## src/rtl/axis_pkg.sv

```systemverilog
// Shared AXI-stream width-conversion helpers used by the packing and unpacking blocks.
package axis_pkg;

  // Lane 0 sits at the LSB end of a wide word.
  localparam int unsigned AXIS_FIRST_LANE = 0;

  // Effective lane count: 0 or anything above the ratio means a full word.
  function automatic int unsigned clamp_cnt(input int unsigned cnt, input int unsigned ratio);
    return ((cnt == 0) || (cnt > ratio)) ? ratio : cnt;
  endfunction

  // Bit offset of a lane inside a wide word.
  function automatic int unsigned lane_lsb(input int unsigned lane, input int unsigned lane_w);
    return lane * lane_w;
  endfunction

endpackage

```

## src/rtl/axis_unpacker.sv

```systemverilog
// AXI-stream down-converter: one wide word of RATIO lanes in, lanes out LSB-first as narrow beats.
module axis_unpacker
  import axis_pkg::*;
#(
  parameter  int unsigned DATA_W = 32,
  parameter  int unsigned RATIO  = 4,
  localparam int unsigned CNT_W  = $clog2(RATIO + 1)
) (
  input  logic                    s_aclk,
  input  logic                    s_areset,
  input  logic                    s_tvalid,
  input  logic [DATA_W*RATIO-1:0] s_tdata,
  input  logic [CNT_W-1:0]        s_tcnt,
  input  logic                    s_tlast,
  output logic                    s_tready,
  input  logic                    m_tready,
  output logic                    m_tvalid,
  output logic [DATA_W-1:0]       m_tdata,
  output logic                    m_tlast
);

  localparam int unsigned WIDE_W = DATA_W * RATIO;

  logic              r_full;
  logic [WIDE_W-1:0] r_data;
  logic [CNT_W-1:0]  r_cnt;
  logic              r_last;

  logic              w_last_lane;
  logic              w_s_hs;
  logic              w_m_hs;
  logic [CNT_W-1:0]  w_eff_cnt;

  assign w_last_lane = (r_cnt == CNT_W'(1));
  assign w_eff_cnt   = CNT_W'(clamp_cnt(32'(s_tcnt), RATIO));

  // Ready when empty, or when the final lane leaves this cycle so the next word loads seamlessly.
  assign s_tready = !s_areset && (!r_full || (m_tready && w_last_lane));
  assign w_s_hs   = s_tvalid && s_tready;
  assign w_m_hs   = r_full && m_tready;

  assign m_tvalid = r_full;
  assign m_tdata  = r_data[lane_lsb(AXIS_FIRST_LANE, DATA_W) +: DATA_W];
  assign m_tlast  = r_full && r_last && w_last_lane;

  always_ff @(posedge s_aclk or posedge s_areset) begin
    if (s_areset) begin
      r_full <= 1'b0;
      r_data <= '0;
      r_cnt  <= '0;
      r_last <= 1'b0;
    end else if (w_s_hs) begin
      r_full <= 1'b1;
      r_data <= s_tdata;
      r_cnt  <= w_eff_cnt;
      r_last <= s_tlast;
    end else if (w_m_hs) begin
      if (w_last_lane) begin
        r_full <= 1'b0;
        r_data <= '0;
        r_cnt  <= '0;
      end else begin
        r_data <= r_data >> DATA_W;
        r_cnt  <= r_cnt - CNT_W'(1);
      end
    end
  end

endmodule

```

## config.mk

```make
export PLATFORM = sky130hd
export DESIGN_NAME = axis_unpacker
export DESIGN_NICKNAME = d
export VERILOG_FILES = /design/src/rtl/axis_pkg.sv /design/src/rtl/axis_unpacker.sv
export SDC_FILE = /design/constraint.sdc
export NUM_CORES = 1
export LEC_CHECK = 0
export CAP_MARGIN = 15
export CORE_MARGIN = 4
export CORE_UTILIZATION = 45
export DETAILED_ROUTE_END_ITERATION = 7
export HOLD_SLACK_MARGIN = 0.08
export MAX_ROUTING_LAYER = met4
export PLACE_DENSITY = 0.76
export SYNTH_ARGS = -nofsm -noshare
export SYNTH_HDL_FRONTEND = slang
export SYNTH_SLANG_ARGS = --single-unit
```

## constraint.sdc

```tcl
create_clock -name s_aclk -period 8 [get_ports s_aclk]
set_clock_uncertainty 0.2 [all_clocks]
set_input_delay 0.8 -clock s_aclk [delete_from_list [all_inputs] [get_ports s_aclk]]
set_output_delay 0.8 -clock s_aclk [all_outputs]
set_load 0.02 [all_outputs]
```

==> flow_summary.json <==
{
  "crit_chain": "clkdlybuf4s50_1 -> inv_6 -> o21a_1 -> clkdlybuf4s50_1",
  "placement_rows": 42,
  "sequential_cell_area_fraction_in_the_yosys_report_pct": 55.2,
  "post-route-cell-area_um2": 8210,
  "initialDrtViolationCount": 552,
  "largest_buffer_count_on_any_clock_path": 2,
  "num-fill-cells": 1035,
  "hold_viol_final": 0,
  "finalCriticalPeriod_ps": 3720,
  "max_cap_violations": 0,
  "wl_um": 16500,
  "drt-wirelength-per-cell_um": 20.5,
  "cts_h_tree_depth": 4,
  "fin_ws_ps": 4280,
  "synthesis.nets": 647,
  "rsz_0062_raised_after_global_routing": "false",
  "synthCells": 508,
  "synth.top_cell.area_share_pct": 55.2,
  "die_height_um": 124,
  "dp_hpwl_um": 10500,
  "register_bit_count_reported_by_yosys": 133,
  "worstHoldPathType": "flop to flop",
  "irDropWorstVdd_uv": 163,
  "slew_violations": 0,
  "setup_violations": 0,
  "synth_area_leader_cell": "sky130_fd_sc_hd__dfrtp_1",
  "fin_crit_sh_pct": 46.5,
  "dpl-instance-area_um2": 7510,
  "timing.slew.headroom_pct": 34.0,
  "cts.sinks": 133,
  "grt_pass1_wl_um": 25700,
  "drt_first_pass_iters": 5,
  "post_cts_resized": 0,
  "post-cts-setup-buffer-count": 0,
  "core_region_area_um2": 13200,
  "antenna_left": 0,
  "worst_pin_slew_ps": 988,
  "fp.dieArea_um2": 15300,
  "clock.fmax_ghz": 0.269,
  "critical_path.max_stage_delay_ps": 590,
  "crit_path_max_fanout": 86,
  "multi_input_area_um2": 2190,
  "area.sequential_um2": 3330,
  "antenna_found_initial": 1,
  "mappedNetlistArea_um2": 6030,
  "portBuffers": 170,
  "timing.critical_path.buf_inv": 3,
  "first_global_vias": 4709,
  "finalHoldWorstSlack_ps": 292,
  "mean_number_of_vias_per_cell": 5.98,
  "die_x_um": 124,
  "cts_inserted_buffers": 17,
  "boundaryPins": 171,
  "layout.nets": 755,
  "grt_usage_pct": 22.4,
  "grt_max_degree": 116,
  "cts_tree": "built",
  "globalRouteOverflowTotal": 0,
  "initial_core_utilization_pct": 45.7,
  "setup.worst_path.start_class": "input pin",
  "syn-mean-instance-area_um2": 11.9,
  "worstPathRequired_ps": 7000,
  "place_worst_setup_slack_ps": 3990,
  "routabilityCongestion": 0.813,
  "yosys-top-cells-area": "sky130_fd_sc_hd__dfrtp_1 (55%), sky130_fd_sc_hd__a221o_1 (14%), sky130_fd_sc_hd__and3_1 (8.6%)",
  "insertion_delay_ps": 410,
  "power.leakage_nw": 3.82,
  "clockRootBuffer": "sky130_fd_sc_hd__clkbuf_16",
  "synth.distinct_cells": 29,
  "cts.clk_slew.worst_paths_ps": 50,
  "critPathMostFrequentCell": "sky130_fd_sc_hd__clkdlybuf4s50_1",
  "power-per-cell-area_nw_per_um2": 362,
  "fin_setup_tns_ps": 0,
  "timing.critical_path.arrival_ps": 2720,
  "total_power_mw": 2.97,
  "remaining_drc_errors": 0,
  "path_delay_family": "buffers and inverters",
  "crit_path_end_kind": "primary output",
  "routed-via-count": 4814,
  "drive_gt1_share_pct": 7.48,
  "critical_path_slowest_stage_cell": "sky130_fd_sc_hd__clkdlybuf4s50_1",
  "hold_fix_buffers_at_cts": 0,
  "ys.warnings.count": 0,
  "status": "completed",
  "layout-area-overhead-vs-synth_pct": 36.1,
  "timing.setup.critical_path_class": "input pin to primary output"
}
## kinds of logic after synthesis
group	share of synthesized area (%)
XOR/XNOR	0.145
AND/OR/NAND/NOR	12.6
flip-flops	55.2
buffers and inverters	8.81
adder cells (fa/ha/maj)	0.622
multiplexers	0.539
AO/OA/AOI/OAI	22.1
## sequential cells by signal, indices dropped and copies added (netlist names)
signal    count
r_data      128
r_cnt         3
m_tvalid      1
r_last        1
## final timing paths
kind / endpoint / depth (start not counted) / startpoint / slack [ps]
hold / removal: r_data[121]$_DFFE_PP0P_ / 1 / r_data[121]$_DFFE_PP0P_ / 290
setup reg to reg: r_data[87]$_DFFE_PP0P_ / 5 / m_tvalid$_DFFE_PP0P_ / 4770
hold reg to reg: r_data[121]$_DFFE_PP0P_ / 1 / r_data[121]$_DFFE_PP0P_ / 290
min in group asynchronous: r_cnt[2]$_DFFE_PP0P_ / 2 / s_areset / 790
setup / recovery: s_tready / 4 / s_areset / 4280
max in group asynchronous: r_data[28]$_DFFE_PP0P_ / 3 / s_areset / 5660
## layout make-up
cell class                      instances  share of cell area, %
Tap cell                              176                   2.68
Clock buffer                           21                   5.73
Clock inverter                         10                   2.44
Sequential cell                       133                   40.5
Timing Repair Buffer                  177                   21.6
Multi-Input combinational cell        282                   26.7
Inverter                                5                  0.290
Antenna cell                            1                 0.0305
## report_power, final
| group | internal [mW] | switching (mW) |
|---|---|---|
| logic | 0.489 | 0.494 |
| registers | 0.946 | 0.159 |
| clock network | 0.605 | 0.279 |
## routing by layer
metal,vias to the layer above,part of all wire [%],GRT usage (%)
met3,20,6.8,5.50
li1,2183,-,-
met1,2429,45,30.6
met4,0,0.97,7.27
met2,182,47,33.0
met5,-,0,-
## per-stage QoR
stage	utilization, %	std cells
after floorplan	-	508
after global placement	56.9	772
after detailed placement	56.9	772
after CTS	62.0	803
after global routing	62.3	805
final	62.3	805
## Yosys cell counts
library cell	instances
sky130_fd_sc_hd__nor3_1	14
sky130_fd_sc_hd__nor2_1	1
sky130_fd_sc_hd__a221o_1	82
sky130_fd_sc_hd__mux2i_1	1
sky130_fd_sc_hd__nor3b_2	1
sky130_fd_sc_hd__ha_1	3
sky130_fd_sc_hd__and3_1	83
sky130_fd_sc_hd__buf_6	5
sky130_fd_sc_hd__o211ai_1	15
sky130_fd_sc_hd__o21a_1	2
sky130_fd_sc_hd__a31oi_1	14
sky130_fd_sc_hd__nand2_1	2
sky130_fd_sc_hd__dfrtp_1	133
sky130_fd_sc_hd__nand2b_1	2
sky130_fd_sc_hd__and3b_1	1
sky130_fd_sc_hd__inv_1	5
sky130_fd_sc_hd__a22o_1	32
sky130_fd_sc_hd__or2_2	1
sky130_fd_sc_hd__buf_4	34
sky130_fd_sc_hd__clkbuf_1	35
sky130_fd_sc_hd__nor2b_1	3
sky130_fd_sc_hd__buf_2	14
sky130_fd_sc_hd__o221ai_1	1
sky130_fd_sc_hd__o21ai_0	2
sky130_fd_sc_hd__nand3_1	17
sky130_fd_sc_hd__xor2_1	1
sky130_fd_sc_hd__or3b_2	1
sky130_fd_sc_hd__and2_1	1
sky130_fd_sc_hd__mux2_2	2
## cell usage in the layout, fill, tap and decap left out, drive strengths merged
cell type | netlist | layout
clkinv | 0 | 4
clkdlybuf4s50 | 0 | 170
buf | 53 | 7
clkbuf | 35 | 21
xor2 | 1 | 1
o221ai | 1 | 1
a22o | 32 | 32
or3b | 1 | 1
nor3b | 1 | 1
nor3 | 14 | 14
and3 | 83 | 83
diode | 0 | 1
mux2i | 1 | 1
nand2 | 2 | 2
o21ai | 2 | 2
a31oi | 14 | 14
a221o | 82 | 82
nor2b | 3 | 3
mux2 | 2 | 2
dfrtp | 133 | 133
inv | 5 | 5
nor2 | 1 | 1
and2 | 1 | 1
o21a | 2 | 2
bufinv | 0 | 6
nand2b | 2 | 2
o211ai | 15 | 15
and3b | 1 | 1
nand3 | 17 | 17
ha | 3 | 3
or2 | 1 | 1
(Power assumes the default switching activity.)
